`config.mk`:
```
export PLATFORM = sky130hd
export DESIGN_NAME = ex_mem_stage
export DESIGN_NICKNAME = d
export VERILOG_FILES = /design/src/rtl/mips_pipe_pkg.sv /design/src/rtl/ex_mem_stage_forwarding_unit.sv /design/src/rtl/ex_mem_stage.sv
export SDC_FILE = /design/constraint.sdc
export NUM_CORES = 1
export LEC_CHECK = 0
export BUFFER_PORTS_ARGS = -buffer_cell sky130_fd_sc_hd__buf_2
export CAP_MARGIN = 30
export CORE_UTILIZATION = 42
export DETAILED_ROUTE_END_ITERATION = 10
export GPL_TIMING_DRIVEN = 0
export HOLD_SLACK_MARGIN = 0.02
export PLACE_DENSITY = 0.91
export RECOVER_POWER = 100
export SYNTH_ARGS = -nofsm -noshare
export SYNTH_HDL_FRONTEND = slang
export SYNTH_SLANG_ARGS = --single-unit
```
`constraint.sdc`:
```
create_clock -name Clk -period 1.2 [get_ports Clk]
set_input_delay 0.24 -clock Clk [delete_from_list [all_inputs] [get_ports Clk]]
set_output_delay 0.24 -clock Clk [all_outputs]
set_load 0.05 [all_outputs]
```
`src/rtl/mips_pipe_pkg.sv`:
```
// Shared definitions for the MIPS pipeline: default datapath and register
// widths, and the operand-forwarding select codes used by the EX stage.
package mips_pipe_pkg;

    localparam int DEF_DATA_W = 32;
    localparam int DEF_REG_W  = 5;

    // Operand source select for the EX-stage ALU input muxes
    typedef enum logic [1:0] {
        FWD_REGFILE = 2'b00,
        FWD_MEM_WB  = 2'b01,
        FWD_EX_MEM  = 2'b10
    } fwd_sel_e;

    // EX/MEM holds the newer result, so its hit outranks a MEM/WB hit
    function automatic logic [1:0] fwd_pick(input logic ex_mem_hit, input logic mem_wb_hit);
        logic [1:0] sel;
        sel = FWD_REGFILE;
        if (ex_mem_hit) begin
            sel = FWD_EX_MEM;
        end else if (mem_wb_hit) begin
            sel = FWD_MEM_WB;
        end
        return sel;
    endfunction

endpackage

```
`src/rtl/ex_mem_stage_forwarding_unit.sv`:
```
// forwarding_unit: purely combinational source-register compare that picks
// where each EX operand should come from. Register $0 is never forwarded.
module forwarding_unit
    import mips_pipe_pkg::*;
#(
    parameter int REG_W = DEF_REG_W
) (
    input  logic             ex_mem_valid,
    input  logic             ex_mem_reg_write,
    input  logic [REG_W-1:0] ex_mem_write_reg,
    input  logic             mem_wb_reg_write,
    input  logic [REG_W-1:0] mem_wb_write_reg,
    input  logic [REG_W-1:0] rs,
    input  logic [REG_W-1:0] rt,
    output logic [1:0]       forward_a,
    output logic [1:0]       forward_b
);

    logic ex_mem_src;
    logic mem_wb_src;

    assign ex_mem_src = ex_mem_valid && ex_mem_reg_write && (ex_mem_write_reg != '0);
    assign mem_wb_src = mem_wb_reg_write && (mem_wb_write_reg != '0);

    // Per-operand hit detection and priority selection
    always_comb begin
        forward_a = fwd_pick(ex_mem_src && (ex_mem_write_reg == rs),
                             mem_wb_src && (mem_wb_write_reg == rs));
        forward_b = fwd_pick(ex_mem_src && (ex_mem_write_reg == rt),
                             mem_wb_src && (mem_wb_write_reg == rt));
    end

endmodule

```
`src/rtl/ex_mem_stage.sv`:
```
// ex_mem_stage: EX/MEM pipeline register with hazard-unit stall/flush, plus
// the EX-stage forwarding selects. Define FORWARDING_EN to build the
// forwarding compare; without it Forward_A/Forward_B are tied to register
// file and the hazard unit must stall on every RAW dependency.
module ex_mem_stage
    import mips_pipe_pkg::*;
#(
    parameter int DATA_W = DEF_DATA_W,
    parameter int REG_W  = DEF_REG_W
) (
    input  logic              Clk,
    input  logic              Reset,
    input  logic              Stall,
    input  logic              Flush,
    input  logic [DATA_W-1:0] ALU_Result_In,
    input  logic [DATA_W-1:0] Write_Data_In,
    input  logic [REG_W-1:0]  Write_Reg_In,
    input  logic              RegWrite_In,
    input  logic              MemRead_In,
    input  logic              MemWrite_In,
    input  logic              MemToReg_In,
    input  logic [REG_W-1:0]  ID_EX_Rs,
    input  logic [REG_W-1:0]  ID_EX_Rt,
    input  logic [REG_W-1:0]  MEM_WB_Write_Reg,
    input  logic              MEM_WB_RegWrite,
    output logic [DATA_W-1:0] ALU_Result_Out,
    output logic [DATA_W-1:0] Write_Data_Out,
    output logic [REG_W-1:0]  Write_Reg_Out,
    output logic              RegWrite_Out,
    output logic              MemRead_Out,
    output logic              MemWrite_Out,
    output logic              MemToReg_Out,
    output logic              Valid_Out,
    output logic [1:0]        Forward_A,
    output logic [1:0]        Forward_B
);

    logic [DATA_W-1:0] alu_result_p0;
    logic [DATA_W-1:0] write_data_p0;
    logic [REG_W-1:0]  write_reg_p0;
    logic              reg_write_p0;
    logic              mem_read_p0;
    logic              mem_write_p0;
    logic              mem_to_reg_p0;
    logic              vld_p0;

    // ---- EX -> MEM boundary ----
    // Priority Reset > Flush > Stall > load; a flush inserts an all-zero bubble
    always_ff @(posedge Clk) begin
        if (Reset || Flush) begin
            alu_result_p0 <= '0;
            write_data_p0 <= '0;
            write_reg_p0  <= '0;
            reg_write_p0  <= 1'b0;
            mem_read_p0   <= 1'b0;
            mem_write_p0  <= 1'b0;
            mem_to_reg_p0 <= 1'b0;
            vld_p0        <= 1'b0;
        end else if (!Stall) begin
            alu_result_p0 <= ALU_Result_In;
            write_data_p0 <= Write_Data_In;
            write_reg_p0  <= Write_Reg_In;
            reg_write_p0  <= RegWrite_In;
            mem_read_p0   <= MemRead_In;
            mem_write_p0  <= MemWrite_In;
            mem_to_reg_p0 <= MemToReg_In;
            vld_p0        <= 1'b1;
        end
    end

    assign ALU_Result_Out = alu_result_p0;
    assign Write_Data_Out = write_data_p0;
    assign Write_Reg_Out  = write_reg_p0;
    assign RegWrite_Out   = reg_write_p0;
    assign MemRead_Out    = mem_read_p0;
    assign MemWrite_Out   = mem_write_p0;
    assign MemToReg_Out   = mem_to_reg_p0;
    assign Valid_Out      = vld_p0;

`ifdef FORWARDING_EN
    // Compare against the registered EX/MEM slot and the MEM/WB destination
    forwarding_unit #(
        .REG_W (REG_W)
    ) u_forwarding_unit (
        .ex_mem_valid     (vld_p0),
        .ex_mem_reg_write (reg_write_p0),
        .ex_mem_write_reg (write_reg_p0),
        .mem_wb_reg_write (MEM_WB_RegWrite),
        .mem_wb_write_reg (MEM_WB_Write_Reg),
        .rs               (ID_EX_Rs),
        .rt               (ID_EX_Rt),
        .forward_a        (Forward_A),
        .forward_b        (Forward_B)
    );
`else
    // No forwarding hardware: operands always come from the register file
    logic unused_fwd_inputs;
    assign unused_fwd_inputs = ^{ID_EX_Rs, ID_EX_Rt, MEM_WB_Write_Reg, MEM_WB_RegWrite};
    assign Forward_A = FWD_REGFILE;
    assign Forward_B = FWD_REGFILE;
`endif

endmodule

```
==> impl_metrics.ini, run 1 <==
[outcome]
run_status = finished, final reports clean

[power]
ir_drop_mv = 1.11
p_leak_nw = 2.02
p_per_area_nw_per_um2 = 1480

[sta]
setup_viol = 0
fin_crit_ps = 1150
fin_worst_skew_ps = 0
period_share_pct = 96.1
fmax_ghz = 0.868
finalHoldViolCount = 0
setup_slack_ps = 47.3
drv_slew = 0

[run]
drv_cap = 0

[worst_setup_path]
arrival_ps = 910
reg2reg_depth = 2
crit_path_end_kind = primary output
crit_cells = 1
critical_path_buf_inv_count = 1
critical_path.max_fanout = 2
crit_chain = buf_2
cpLargestDelayFamily = flip-flops
cpPeakStageDelay_ps = 330
cp.required_ps = 960
timing_worst_setup_path_type = flip-flop to primary output
worst_path_max_delay_cell = dfxtp_1
rrSetupSlack_ps = 530
critPathLaunchType = flip-flop

[clock_network]
clock_latency_ps = 320
cts_max_path_buffers = 2
clk_pin_slew_ps = 80
hold_buffers = 0
clockRootBuffer = clkbuf_8
cts_setup_buffers = 0
cts_sinks = 74
cts_tree = done
cts_made_buffers = 9
ctsHtreeMaxLevel = 3

[yosys]
seq_area_frac_synth_pct = 55.0
synthesis.area_sq_um = 2690
synth-xor-area-share_pct = 0
synth-compound-area-share_pct = 0.186
synth_area_leader_cell = dfxtp_1
netlist-cell-type-count = 11
yosys.area_share.adder_pct = 0
synth_top_family_by_area = multiplexers
synth_area_leaders = dfxtp_1 55%, mux2i_1 27%, nor2_1 10%, buf_6 5.0%, buf_4 1.7%
yosys.area.top_type_share_pct = 55.0
synthSimpleGateAreaFrac_pct = 10.4
yosys_warnings = 0
synthMuxAreaShare_pct = 27.1
ys_seq_elements = 74
syn_inst = 244
avgSynthCellArea_sq_um = 11.0

[global_routing]
globalRouteMet2Util_pct = 34.7
grt_util_all_layers_pct = 17.8
grt_pass1_vias = 2095
use_met1_pct = 17.2
grt.busiest_layer = met2
grt_max_degree = 13
grt_antenna_before_repair = 0
use_met3_pct = 6.67
grt_pass1_wl_microns = 8940
grt_overflow = 0

[floorplanning]
rows = 28
dieArea_sq_um = 6740
start_util_pct = 44.4
die_w_microns = 82.1
ios = 171
die_y_microns = 82.1
core_area_sq_um = 6060

[routing]
drt_iter0_markers = 32
drt_first_pass_iters = 4
wl_per_cell_microns = 12.6
drc = 0
num_vias = 2199
wirelength_microns = 6120
viasPerCell = 4.52
ant_nets = 0

[final_layout]
final_area_sq_um = 3920
seq_area_sq_um = 1480
multiInputGateArea_sq_um = 1030
n_antenna_cell = 0
syn_to_final_growth_pct = 45.6
fillers = 489
fin_nets = 500
drive_gt1_share_pct = 43.2

[place]
postPlaceCellArea_sq_um = 3540
hpwl_microns = 4690
place.gp.congestion = 0.719
dp_worst_setup_slack_ps = 71.9
port_buffers = 149

[min_path]
worstHoldPathType = input pin to flip-flop
min_path_cells = 3
where the power goes:
| part | switching [mW] | internal (mW) | total, mW |
|---|---|---|---|
| clock network | 0.854 | 1.49 | 2.34 |
| registers | 0.0430 | 2.54 | 2.58 |
| logic | 0.546 | 0.334 | 0.880 |
| total | 1.44 | 4.36 | 5.80 |
path summary, 6_finish.rpt:
kind / from / to
setup reg to reg: Write_Data_Out[13] / Write_Data_Out[13]
hold / removal: ALU_Result_In[7] / ALU_Result_Out[7]
hold reg to reg: Valid_Out / Valid_Out
setup / recovery: Write_Data_Out[18] / Write_Data_Out[18]
cell usage after synthesis:
cell type and count:
clkbuf_1 1, buf_2 1, buf_6 12, inv_1 1, nor2_1 73, dfxtp_1 74
buf_4 6, or2_1 1, a21oi_1 1, mux2i_1 73, conb_1 1
through the flow:
stage          hold WS [ps]  util [%]  setup TNS, ps  std cells  total power [mW]
2_1_floorplan           384         -              0        247              3.24
3_3_place_gp            434      58.5              0        471              3.48
3_5_place_dp            445      58.5              0        471              3.50
4_1_cts                 119      62.9              0        487              5.85
5_1_grt                 117      64.7          -2.44        487              6.04
6_report                138      64.7              0        487              5.80
layout by cell type (no fill, tap or decap):
master     synthesis  routed
conb_1             1       4
buf_2              1      81
nor2_1            73      73
clkbuf_4           0      53
clkinv_2           0       2
clkbuf_2           0       1
a21oi_1            1       1
or2_0              0       1
buf_4              6      21
clkbuf_8           0      11
bufinv_16          0       3
dfxtp_1           74      74
inv_1              1       1
clkbuf_1           1       7
mux2i_1           73      73
buf_6             12       6
layer usage:
metal / wire, microns / part of all wire [%]
met3: 404 / 6.6
met2: 3200 / 52
met1: 2460 / 40
met5: 0 / 0
met4: 61 / 1.0
area by class of cell:
class	instances	share of cell area [%]
buffer	20	3.61
clock buffer	11	3.86
clock inverter	5	2.55
inverter	1	0.0957
multi-input combinational	152	26.3
sequential	74	37.8
tap	75	2.39
timing repair buffer	149	23.4
timing repair:
item | CTS | global route
setup endpoints to repair | 7 | 62
pin swaps | 0 | 0
resized for setup | 7 | 71
sequential cells by signal (all words and copies together), names as in the netlist:
register        flops
MemWrite_Out        1
ALU_Result_Out     32
Valid_Out           1
RegWrite_Out        1
MemToReg_Out        1
MemRead_Out         1
Write_Data_Out     32
Write_Reg_Out       5
logic make-up (layout without fill, tap and decap cells):
family          Yosys count  count (layout)
compound gates            1               1
other cells               1               4
simple gates             74              74
mux                      73              73
buf+inv                  21             186
flops                    74              74
Power figures use the tool's default switching activity.
==> run 2: changes to the inputs <==
--- a/config.mk
+++ b/config.mk
@@ -7,6 +7,7 @@
 export LEC_CHECK = 0
 export BUFFER_PORTS_ARGS = -buffer_cell sky130_fd_sc_hd__buf_2
 export CAP_MARGIN = 30
+export CORE_ASPECT_RATIO = 0.9
 export CORE_UTILIZATION = 42
 export DETAILED_ROUTE_END_ITERATION = 10
 export GPL_TIMING_DRIVEN = 0
==> impl_metrics.ini, run 2 (synthesized netlist as in run 1, its figures left out) <==
[global_routing]
grt_util_all_layers_pct = 18.0
grt_pass1_wl_microns = 9260
grt_overflow = 0
grt_antenna_before_repair = 0
grt_max_degree = 13
grt_pass1_vias = 2078

[clock_network]
ctsHtreeMaxLevel = 3
cts_sinks = 74
cts_setup_buffers = 0
cts_max_path_buffers = 2
clk_pin_slew_ps = 70
clock_latency_ps = 340
cts_tree = done
clockRootBuffer = clkbuf_8
cts_made_buffers = 9

[sta]
tns_ps = 0
setup_viol = 0
rsz0062_at_grt = no
fmax_ghz = 0.862
period_share_pct = 96.7
drv_slew = 0
finalHoldViolCount = 0
fin_worst_skew_ps = 0
fin_crit_ps = 1160
hold_ws_ps = 127

[power]
power_switching_mw = 1.46
ir_drop_mv = 0.955
pwr-share-comb_pct = 15.9
p_leak_nw = 2.01
clock_power_share_pct = 37.7
p_per_area_nw_per_um2 = 1420
p_int_mw = 4.10
p_sw_share_pct = 26.3
p_total_mw = 5.56
power.share.sequential_pct = 46.4

[place]
dp_cells = 483
hpwl_microns = 4490
port_buffers = 149
place.gp.congestion = 0.711

[worst_setup_path]
cp.required_ps = 960
crit_path_end_kind = primary output
cpPeakStageDelay_ps = 320
crit_chain = buf_2
timing_worst_setup_path_type = flip-flop to primary output
arrival_ps = 920
worst_path_max_delay_cell = dfxtp_1
critical_path_buf_inv_count = 1
cpLargestDelayFamily = flip-flops
critPathLaunchType = flip-flop
critical_path.max_fanout = 2

[routing]
drc = 0
drt_iter0_markers = 40
ant_nets = 0
wl_per_cell_microns = 12.2
num_vias = 2219
viasPerCell = 4.45
wirelength_microns = 6100
drt_first_pass_iters = 4

[final_layout]
drive_gt1_share_pct = 43.0
syn_to_final_growth_pct = 45.2
layout_common_cells = 78 x buf_2, 74 x dfxtp_1, 73 x mux2i_1, 73 x nor2_1, 44 x buf_4
layout_commonest_cell = buf_2
fin_nets = 500
utilization_pct = 63.6
n_antenna_cell = 0
final_cells = 499

[run]
drv_cap = 0

[floorplanning]
ios = 171
dieArea_sq_um = 6740
die_y_microns = 78.0
start_util_pct = 43.8
die_w_microns = 86.4
rows = 27
core_area_sq_um = 6150

[min_path]
worstHoldPathType = input pin to flip-flop

[outcome]
run_status = finished, final reports clean
run 2: final timing paths:
check	startpoint	end	slack (ps)	cells after the start
worst max register to register	ALU_Result_Out[2]	ALU_Result_Out[2]	530	2
worst min register to register	Valid_Out	Valid_Out	460	2
worst min-delay path	Write_Data_In[22]	Write_Data_Out[22]	130	3
worst max-delay path	Write_Data_Out[23]	Write_Data_Out[23]	40	1
run 2: area by class of cell:
class,instances,area (sq um)
Clock buffer,11,141
Tap cell,87,109
Timing Repair Buffer,149,926
Buffer,20,141
Multi-Input combinational cell,152,1030
Clock inverter,5,77.6
Fill cell,506,2240
Inverter,1,3.75
Sequential cell,74,1480
run 2: per-stage QoR:
step | instance area (sq um) | worst slack [ps]
detailed placement | 3560 | 77.8
global placement | 3560 | 121
global route | 3910 | 0.825
finish | 3910 | 39.4
floorplan | 2710 | 276
CTS | 3870 | 0.675
run 2: power groups by stage:
stage | Sequential, mW | Clock, mW | Combinational, mW
CTS | 2.58 | 2.16 | 0.887
detailed placement | 2.63 | 0 | 0.861
global placement | 2.63 | 0 | 0.848
global route | 2.59 | 2.25 | 0.938
finish | 2.58 | 2.10 | 0.882
floorplan | 2.92 | 0 | 0.329
run 2: what timing repair did:
item                                    in CTS  in global routing
hold endpoints to repair                     0                  0
hold buffers                                 0                  0
gates resized for setup                     37                 38
endpoints found under the setup margin      37                 35
run 2: metal layers:
| layer | global-route usage (%) | vias up | wire length [microns] |
|---|---|---|---|
| met4 | 6.50 | 0 | 68 |
| met2 | 33.6 | 101 | 3180 |
| met3 | 6.81 | 8 | 509 |
| met1 | 18.1 | 995 | 2340 |
| met5 | 0 | - | 0 |
| li1 | - | 1115 | - |
